<file path="src/rtl/serial_and_accumulator_pkg.sv">
// Shared types and width helpers for the serial AND accumulator.
package serial_and_pkg;

    typedef enum logic {ACCUM, HOLD} sa_state_t;

    // Width of an index into n items, never narrower than one bit.
    function automatic int clog2_min1(input int n);
        return (n <= 2) ? 1 : $clog2(n);
    endfunction

endpackage

</file>
<file path="src/rtl/serial_and_accumulator_if.sv">
// Bit-stream input and frame-result output handshakes of the serial AND accumulator.
interface serial_and_accumulator_if
    import serial_and_pkg::*;
#(
    parameter int FRAME_LEN = 8
);
    localparam int LEN_W = $clog2(FRAME_LEN + 1);
    localparam int IDX_W = clog2_min1(FRAME_LEN);

    logic             in_valid;
    logic             in_ready;
    logic             in_bit;
    logic             in_last;
    logic             out_valid;
    logic             out_ready;
    logic             out_and;
    logic [LEN_W-1:0] out_len;
    logic [IDX_W-1:0] out_zero_idx;

    // master: producer of bits and consumer of results
    modport master (
        output in_valid, in_bit, in_last, out_ready,
        input  in_ready, out_valid, out_and, out_len, out_zero_idx
    );

    modport slave (
        input  in_valid, in_bit, in_last, out_ready,
        output in_ready, out_valid, out_and, out_len, out_zero_idx
    );
endinterface

</file>
<file path="src/rtl/serial_and_accumulator_mux2.sv">
// 2:1 mux, used as the running-AND update element.
module serial_and_accumulator_mux2 (
    input  logic sel,
    input  logic d0,
    input  logic d1,
    output logic y
);
    assign y = sel ? d1 : d0;
endmodule

</file>
<file path="src/rtl/serial_and_accumulator.sv">
// Reduces a serial bit stream to one AND result per frame, with length and
// first-zero index; valid/ready on both sides, result held until accepted.
module serial_and_accumulator
    import serial_and_pkg::*;
#(
    parameter int FRAME_LEN = 8
) (
    input  logic                      clk,
    input  logic                      rst_n,
    serial_and_accumulator_if.slave   bus
);
    localparam int LEN_W = $clog2(FRAME_LEN + 1);
    localparam int IDX_W = clog2_min1(FRAME_LEN);
    localparam logic [IDX_W-1:0] CNT_MAX = IDX_W'(FRAME_LEN - 1);

    sa_state_t        state_q, state_d;
    logic [IDX_W-1:0] cnt_q, cnt_d;
    logic             acc_q, acc_d;
    logic             zero_seen_q, zero_seen_d;
    logic [IDX_W-1:0] zero_idx_q, zero_idx_d;
    logic             out_valid_q, out_valid_d;
    logic             out_and_q, out_and_d;
    logic [LEN_W-1:0] out_len_q, out_len_d;
    logic [IDX_W-1:0] out_zero_idx_q, out_zero_idx_d;

    logic             xfer;
    logic             frame_end;
    logic             acc_seed;
    logic             acc_nxt;
    logic             zero_seen_nxt;
    logic [IDX_W-1:0] zero_idx_nxt;

    assign bus.in_ready     = (state_q == ACCUM);
    assign bus.out_valid    = out_valid_q;
    assign bus.out_and      = out_and_q;
    assign bus.out_len      = out_len_q;
    assign bus.out_zero_idx = out_zero_idx_q;

    assign xfer      = bus.in_valid && (state_q == ACCUM);
    assign frame_end = bus.in_last || (cnt_q == CNT_MAX);

    // First bit of a frame seeds the AND with 1 so it passes straight through.
    assign acc_seed = (cnt_q == '0) ? 1'b1 : acc_q;

    serial_and_accumulator_mux2 u_acc_mux (
        .sel (bus.in_bit),
        .d0  (1'b0),
        .d1  (acc_seed),
        .y   (acc_nxt)
    );

    assign zero_seen_nxt = zero_seen_q || !bus.in_bit;
    assign zero_idx_nxt  = (!bus.in_bit && !zero_seen_q) ? cnt_q : zero_idx_q;

    always_comb begin
        state_d        = state_q;
        cnt_d          = cnt_q;
        acc_d          = acc_q;
        zero_seen_d    = zero_seen_q;
        zero_idx_d     = zero_idx_q;
        out_valid_d    = out_valid_q;
        out_and_d      = out_and_q;
        out_len_d      = out_len_q;
        out_zero_idx_d = out_zero_idx_q;

        if (xfer) begin
            acc_d       = acc_nxt;
            zero_seen_d = zero_seen_nxt;
            zero_idx_d  = zero_idx_nxt;
            if (frame_end) begin
                // Counter parks at the final index; HOLD exit clears it.
                out_and_d      = acc_nxt;
                out_len_d      = LEN_W'(cnt_q) + LEN_W'(1);
                out_zero_idx_d = zero_seen_nxt ? zero_idx_nxt : '0;
                out_valid_d    = 1'b1;
                state_d        = HOLD;
            end else begin
                cnt_d = cnt_q + IDX_W'(1);
            end
        end else if (state_q == HOLD && bus.out_ready) begin
            out_valid_d = 1'b0;
            cnt_d       = '0;
            zero_seen_d = 1'b0;
            state_d     = ACCUM;
        end
    end

    always_ff @(posedge clk or negedge rst_n) begin
        if (!rst_n) begin
            state_q        <= ACCUM;
            cnt_q          <= '0;
            acc_q          <= 1'b0;
            zero_seen_q    <= 1'b0;
            zero_idx_q     <= '0;
            out_valid_q    <= 1'b0;
            out_and_q      <= 1'b0;
            out_len_q      <= '0;
            out_zero_idx_q <= '0;
        end else begin
            state_q        <= state_d;
            cnt_q          <= cnt_d;
            acc_q          <= acc_d;
            zero_seen_q    <= zero_seen_d;
            zero_idx_q     <= zero_idx_d;
            out_valid_q    <= out_valid_d;
            out_and_q      <= out_and_d;
            out_len_q      <= out_len_d;
            out_zero_idx_q <= out_zero_idx_d;
        end
    end
endmodule

</file>
<file path="src/flat_wrapper.sv">
// flat-port wrapper written by rule: the top's interface ports become plain ports
module serial_and_accumulator_flat import serial_and_pkg::*;
#(
    parameter int FRAME_LEN = 8
)
  (clk, rst_n, bus_in_valid, bus_in_bit, bus_in_last, bus_out_ready, bus_in_ready, bus_out_valid, bus_out_and, bus_out_len, bus_out_zero_idx);
  serial_and_accumulator_if #(.FRAME_LEN(FRAME_LEN)) bus_i ();
  input  logic clk;
  input  logic rst_n;
  input wire logic [$bits(bus_i.in_valid)-1:0] bus_in_valid;
  input wire logic [$bits(bus_i.in_bit)-1:0] bus_in_bit;
  input wire logic [$bits(bus_i.in_last)-1:0] bus_in_last;
  input wire logic [$bits(bus_i.out_ready)-1:0] bus_out_ready;
  output wire logic [$bits(bus_i.in_ready)-1:0] bus_in_ready;
  output wire logic [$bits(bus_i.out_valid)-1:0] bus_out_valid;
  output wire logic [$bits(bus_i.out_and)-1:0] bus_out_and;
  output wire logic [$bits(bus_i.out_len)-1:0] bus_out_len;
  output wire logic [$bits(bus_i.out_zero_idx)-1:0] bus_out_zero_idx;
  assign bus_i.in_valid = bus_in_valid;
  assign bus_i.in_bit = bus_in_bit;
  assign bus_i.in_last = bus_in_last;
  assign bus_i.out_ready = bus_out_ready;
  assign bus_in_ready = bus_i.in_ready;
  assign bus_out_valid = bus_i.out_valid;
  assign bus_out_and = bus_i.out_and;
  assign bus_out_len = bus_i.out_len;
  assign bus_out_zero_idx = bus_i.out_zero_idx;
  serial_and_accumulator #(.FRAME_LEN(FRAME_LEN)) u_core (.clk(clk), .rst_n(rst_n), .bus(bus_i));
endmodule
</file>
<file path="config.mk">
export PLATFORM = sky130hd
export DESIGN_NAME = serial_and_accumulator_flat
export DESIGN_NICKNAME = d
export VERILOG_FILES = /design/src/rtl/serial_and_accumulator_pkg.sv /design/src/rtl/serial_and_accumulator_if.sv /design/src/rtl/serial_and_accumulator_mux2.sv /design/src/rtl/serial_and_accumulator.sv /design/src/flat_wrapper.sv
export SDC_FILE = /design/constraint.sdc
export NUM_CORES = 1
export LEC_CHECK = 0
export CAP_MARGIN = 30
export CORE_MARGIN = 4
export CORE_UTILIZATION = 51
export CTS_CLUSTER_SIZE = 40
export DETAILED_ROUTE_END_ITERATION = 7
export HOLD_SLACK_MARGIN = 0.02
export PLACE_DENSITY_LB_ADDON = 0.08
export SYNTH_ARGS = -nofsm -noshare
export SYNTH_HDL_FRONTEND = slang
export SYNTH_HIERARCHICAL = 1
export SYNTH_SLANG_ARGS = --single-unit
</file>
<file path="constraint.sdc">
create_clock -name clk -period 3.4 [get_ports clk]
set_input_delay 0.68 -clock clk [delete_from_list [all_inputs] [get_ports clk]]
set_output_delay 0.68 -clock clk [all_outputs]
set_load 0.02 [all_outputs]
</file>
# After elaboration in Yosys (flattened, before gate mapping)
# Index checks and enable logic that the tools add are counted.
# classes
add_sub_neg	2
n_eq_ne	3
n_mux	11
bitwise_logic	1
reduce_logical	12
# ops
cell	count
2-to-1 mux 3 bit	5
2-to-1 mux 1 bit	6
AND reduction 2 bit	3
adder 3 x 1 -> 4 bit, second input constant	1
!= test 2 bit, second input constant	2
adder 3 x 1 -> 3 bit, second input constant	1
equality test 3 bit, second input constant	1
logical AND 1 bit	3
logical NOT 3 bit	1
logical NOT 1 bit	2
logical OR 1 bit	2
nonzero test 2 bit	1
NOT 1 bit	1
# totals
regBits	17
input_bits	6
out_inout_bits	10
word_cells	37

# Depth between registers and ports, before layout
# depth
depth_word	4
depth_mapped	5
depth_no_buf	5

# Modules after synthesis
# The synthesis kept the hierarchy.
# by_module_without_submodules
module	n_inst	cells_each	area_each_um2	seq_area_each_um2
serial_and_accumulator	1	67	832.0	425.4
serial_and_accumulator_mux2	1	1	15.0	0.0

# Worst setup path before layout
# OpenSTA, ideal clock, no wires.
# synth_path
path_type	register to register
start	register u_core.cnt_q[0]
end	register u_core.out_and_q, in the netlist u_core/bus.out_and
setup_ns	0.125
t_arrival_ns	1.451
required_ns	3.275
path_slack_ns	1.824
stages_incl_launch_ff	6
path_buffers	0
period_less_slack_ns	1.576
cell_sequence	dfrtp_1 -> ha_1 -> ha_1 -> nor2_2 -> nor2_8 -> mux2_4
# synth_via
elab_chain_len	3
word_cells_on_any_way	6
classes_between	eq/ne: 1; mux: 2; reduce/logical: 3
# synth_lines
element	line	source
from (decl)	serial_and_accumulator.sv:17	logic [IDX_W-1:0] cnt_q, cnt_d;
from (signal assigned)	serial_and_accumulator.sv:101	cnt_q <= cnt_d;
logical NOT 3 bit / equality test 3 bit (equally long branches)	serial_and_accumulator.sv:43, serial_and_accumulator.sv:40	
2-to-1 mux 1 bit / logical OR 1 bit (equally long branches)	serial_and_accumulator.sv:43, serial_and_accumulator.sv:40	
2-to-1 mux 1 bit / AND reduction 2 bit (equally long branches)	n/a	
to (signal assigned)	serial_and_accumulator.sv:106	out_and_q <= out_and_d;
to (decl)	serial_and_accumulator.sv:22	logic out_and_q, out_and_d;
# Parallel ways exist; a longest one is shown, timed or not.
# A chain may end at the register's enable or synchronous reset.

==> results.txt <==
* Leading post-synthesis cells by cell area: sky130_fd_sc_hd__dfrtp_1, sky130_fd_sc_hd__mux2_4, sky130_fd_sc_hd__ha_1
* Proportion of layout cells with a drive suffix above 1: between 20% and 30%
- Mux cell area share after synthesis: 19.5%
- Post-CTS timing repair inserted 0 buffers for setup.
- For this run, the number of Yosys warnings is 6.
* # port buffers: 15
- Summing the areas of all compound-gate instances in the mapped netlist gives under 10% of the synthesized area.
- The first global-routing pass estimated 2400 um of wire.
* Antenna violations before repair: 0
- Once the floorplan was initialized, standard cells occupied 55.0% of the core.
- Routed Antenna Nets: 0
- In this run, CTS created clock tree buffers numbering 3.
- Inserted Diodes: 0
- sky130_fd_sc_hd__dfrtp_1 is the most common cell in the netlist.
- TritonCTS built the clock tree.
- In this run the worst hold path is classified as flip-flop to flip-flop.
* Distinct cell type count after synthesis: 20
- Worst flop-to-flop path startpoint: u_core/cnt_q[0]
- Of all nets on the critical path, the largest fanout is 6.
- Pre-Repair DR Iteration Count: 4
* Leading post-synthesis cells by instance count: sky130_fd_sc_hd__dfrtp_1, sky130_fd_sc_hd__nand2_1, sky130_fd_sc_hd__mux2_4
- H-tree Lvls: 1
- Starting DRT DRC Count: 7
- Total negative setup slack: 0 ns
* Final layout net count: 96
- Met1 usage: 15.6%
- After synthesis, the largest family of logic cells by area is multiplexers.
- Primary FF master, synth: sky130_fd_sc_hd__dfrtp_1
- After detailed routing, the average wire length per cell comes to 14.6 um.
* Cell chosen for the clock root: sky130_fd_sc_hd__clkbuf_4
* Peak Freq: roughly 470 MHz
* Post-synthesis sequential element count: 17
* Worst ir drop on vdd: 0.000468 V
- XOR/XNOR Fraction of Synth Area: 0%
* Busiest grt layer: met2
- Summing every instance area after synthesis gives 847 sq um.
* Power per Cell Area: 691 nW/um^2
- Met2 Resource Use GR: 21.3%
* Crit end category: output pin
- Die H: between 40 and 50 um
- Overall global routing resource usage: 13.1%
* Worst skew pair latency: ~0.29 ns
- Number of global-route vias before repair: 536
* Unrepaired setup endpoints after global routing: false
- Data on the critical path arrives at its endpoint at 1.43 ns.
- Die X: 48.8 um
* Source of the worst hold timing path: u_core/zero_idx_q[1]
- Total congestion overflow after global routing: 0
- Compared with the post-synthesis result, the final layout area differs by 22.9%.
* Crit start category: flip-flop
* Part of the Yosys area used for sequential elements: 50.2%
- The critical path starts at u_core/bus.out_valid.
- After Yosys synthesis, and, or, nand and nor cells account for 13.4% of the synthesized area.
- The die covers around 2400 sq um.
- The worst setup path is of the flip-flop to output pin kind.
* # setup viols final: 0
- Dividing the synthesized area by the synthesized cell count gives 12.5 sq um.
- After clock tree synthesis, the clock-pin slew on the worst setup and hold paths is 0.10 ns.
- Headroom to the max-slew limit came out at 50.7%.
- Leakage power total: 0.485 nW
- Outcome: finished clean
- Maximum clock insertion buffer count: 2
* Overall power consumption: 0.720 mW
- Actual slew at the worst max-slew pin: 0.737 ns
- Of all cell types, the one taking the most synthesized area is sky130_fd_sc_hd__dfrtp_1.
- The core region is 1540 sq um.
- Mean number of vias per cell: 5.48
* Maximum capacitance violations: 0
- Detailed placement finished with a half-perimeter wire length of around 1200 um.
- After layout, the minimum clock period comes to 2.11 ns.
- Across all layers, the routed design uses roughly 560 vias.
- The final hold violation count came to 0.
- Share of the clock period used by the worst path: 62.1%
* Arithmetic-cell share of the synthesized area counting full adders, half adders and majority gates: under 10%
* Synthesized Nets: 77
- The floorplan has 14 rows.
* Mapped Cells: 68
* Sinks on Clock Net: 17
- The congestion estimate from routability-driven global placement came to 0.759.
* EDFF count, synth: 0
- Final wirelength: 1490 um
* Fraction of synthesis flops using an asynchronous set or reset pin: 100%
* Area share of the largest cell type after synthesis: 50.2%
- Final Skew: 0.00400 ns
- The number of hold buffers added after CTS was 0.
- Resized cells post-CTS: 0
- Number of slew-limit violations in the final report: 0
- CP required: 2.72 ns
- DRC viols: 0
- Entering global routing, the biggest net connects 18 pins.
- During I/O placement, the number of pins put on the boundary was 16.
- Global routing used 5.52% of the available met3 tracks.
[metrics by stage]
step                cells  util, %  worst slack (ns)  area [sq um]  hold WS (ns)
floorplan              68        -              1.82           847         0.384
finish                102     67.5              1.29          1040         0.511
global placement       98     65.7              1.38          1010         0.471
CTS                   102     67.5              1.28          1040         0.513
global route          102     67.5              1.23          1040         0.535
detailed placement     98     65.7              1.37          1010         0.489
[worst paths after layout]
kind / end / slack, ns / cells past startpoint
hold reg to reg: u_core/zero_idx_q[1] / 0.51 / 1
hold / removal: u_core/zero_idx_q[1] / 0.51 / 1
setup reg to reg: u_core/bus.out_len[2] / 1.73 / 5
setup / recovery: bus_in_ready / 1.29 / 2
min in group asynchronous: u_core/zero_idx_q[2] / 0.82 / 1
max in group asynchronous: u_core/bus.out_zero_idx[1] / 2.12 / 1
[worst max-delay path, cell delays in order, from the launching register on]
cell,delay [ns]
sky130_fd_sc_hd__dfrtp_1,0.45
sky130_fd_sc_hd__inv_1,0.10
sky130_fd_sc_hd__clkdlybuf4s50_1,0.60
[cell families (layout without fill, tap and decap cells)]
logic type,Yosys count,in the layout
flip-flops,17,17
AND/OR/NAND/NOR,16,16
AO/OA/AOI/OAI,12,12
multiplexers,12,12
buffers and inverters,7,25
adder cells (fa/ha/maj),3,3
other,1,1
[cell usage in the layout (no fill, tap or decap)]
| master | instances |
|---|---|
| sky130_fd_sc_hd__nand2_1 | 10 |
| sky130_fd_sc_hd__nor2_8 | 1 |
| sky130_fd_sc_hd__ha_1 | 3 |
| sky130_fd_sc_hd__clkinv_2 | 1 |
| sky130_fd_sc_hd__o22ai_1 | 2 |
| sky130_fd_sc_hd__a21oi_1 | 1 |
| sky130_fd_sc_hd__nand3_1 | 1 |
| sky130_fd_sc_hd__dfrtp_1 | 17 |
| sky130_fd_sc_hd__mux2_4 | 8 |
| sky130_fd_sc_hd__inv_1 | 6 |
| sky130_fd_sc_hd__nand2b_4 | 1 |
| sky130_fd_sc_hd__nor3_4 | 1 |
| sky130_fd_sc_hd__clkbuf_4 | 3 |
| sky130_fd_sc_hd__a21o_1 | 1 |
| sky130_fd_sc_hd__conb_1 | 1 |
| sky130_fd_sc_hd__nor2_2 | 1 |
| sky130_fd_sc_hd__nor4b_2 | 1 |
| sky130_fd_sc_hd__mux2_2 | 1 |
| sky130_fd_sc_hd__o21ai_0 | 4 |
| sky130_fd_sc_hd__o31ai_1 | 4 |
| sky130_fd_sc_hd__mux2_1 | 3 |
| sky130_fd_sc_hd__clkdlybuf4s50_1 | 15 |
[routing by layer]
metal  wire length (um)  vias to the layer above
li1                   -                      269
met1                671                      272
met2                719                       16
met3                 88                        2
met4                 12                        0
met5                  0                        -
[cell type report]
| type | count | area [sq um] |
|---|---|---|
| fill | 124 | 500 |
| timing repair buffer | 15 | 150 |
| clock buffer | 3 | 22.5 |
| multi-input combinational | 44 | 395 |
| clock inverter | 1 | 5.00 |
| inverter | 6 | 22.5 |
| sequential | 17 | 425 |
| tap | 16 | 20.0 |
[sequential cells by signal, indices dropped and copies added, names as in the netlist]
name and count:
u_core/bus.out_len 4, u_core/bus.out_valid 1, u_core/bus.out_zero_idx 3, u_core/zero_idx_q 3
u_core/zero_seen_q 1, u_core/acc_q 1, u_core/cnt_q 3, u_core/bus.out_and 1
[power breakdown]
| part | switching, mW | internal [mW] | leakage [nW] |
|---|---|---|---|
| clock network | 0.0621 | 0.0437 | 0.0177 |
| registers | 0.0512 | 0.270 | 0.214 |
| logic | 0.130 | 0.162 | 0.252 |
| total | 0.243 | 0.476 | 0.485 |
Power figures use the tool's default switching activity.
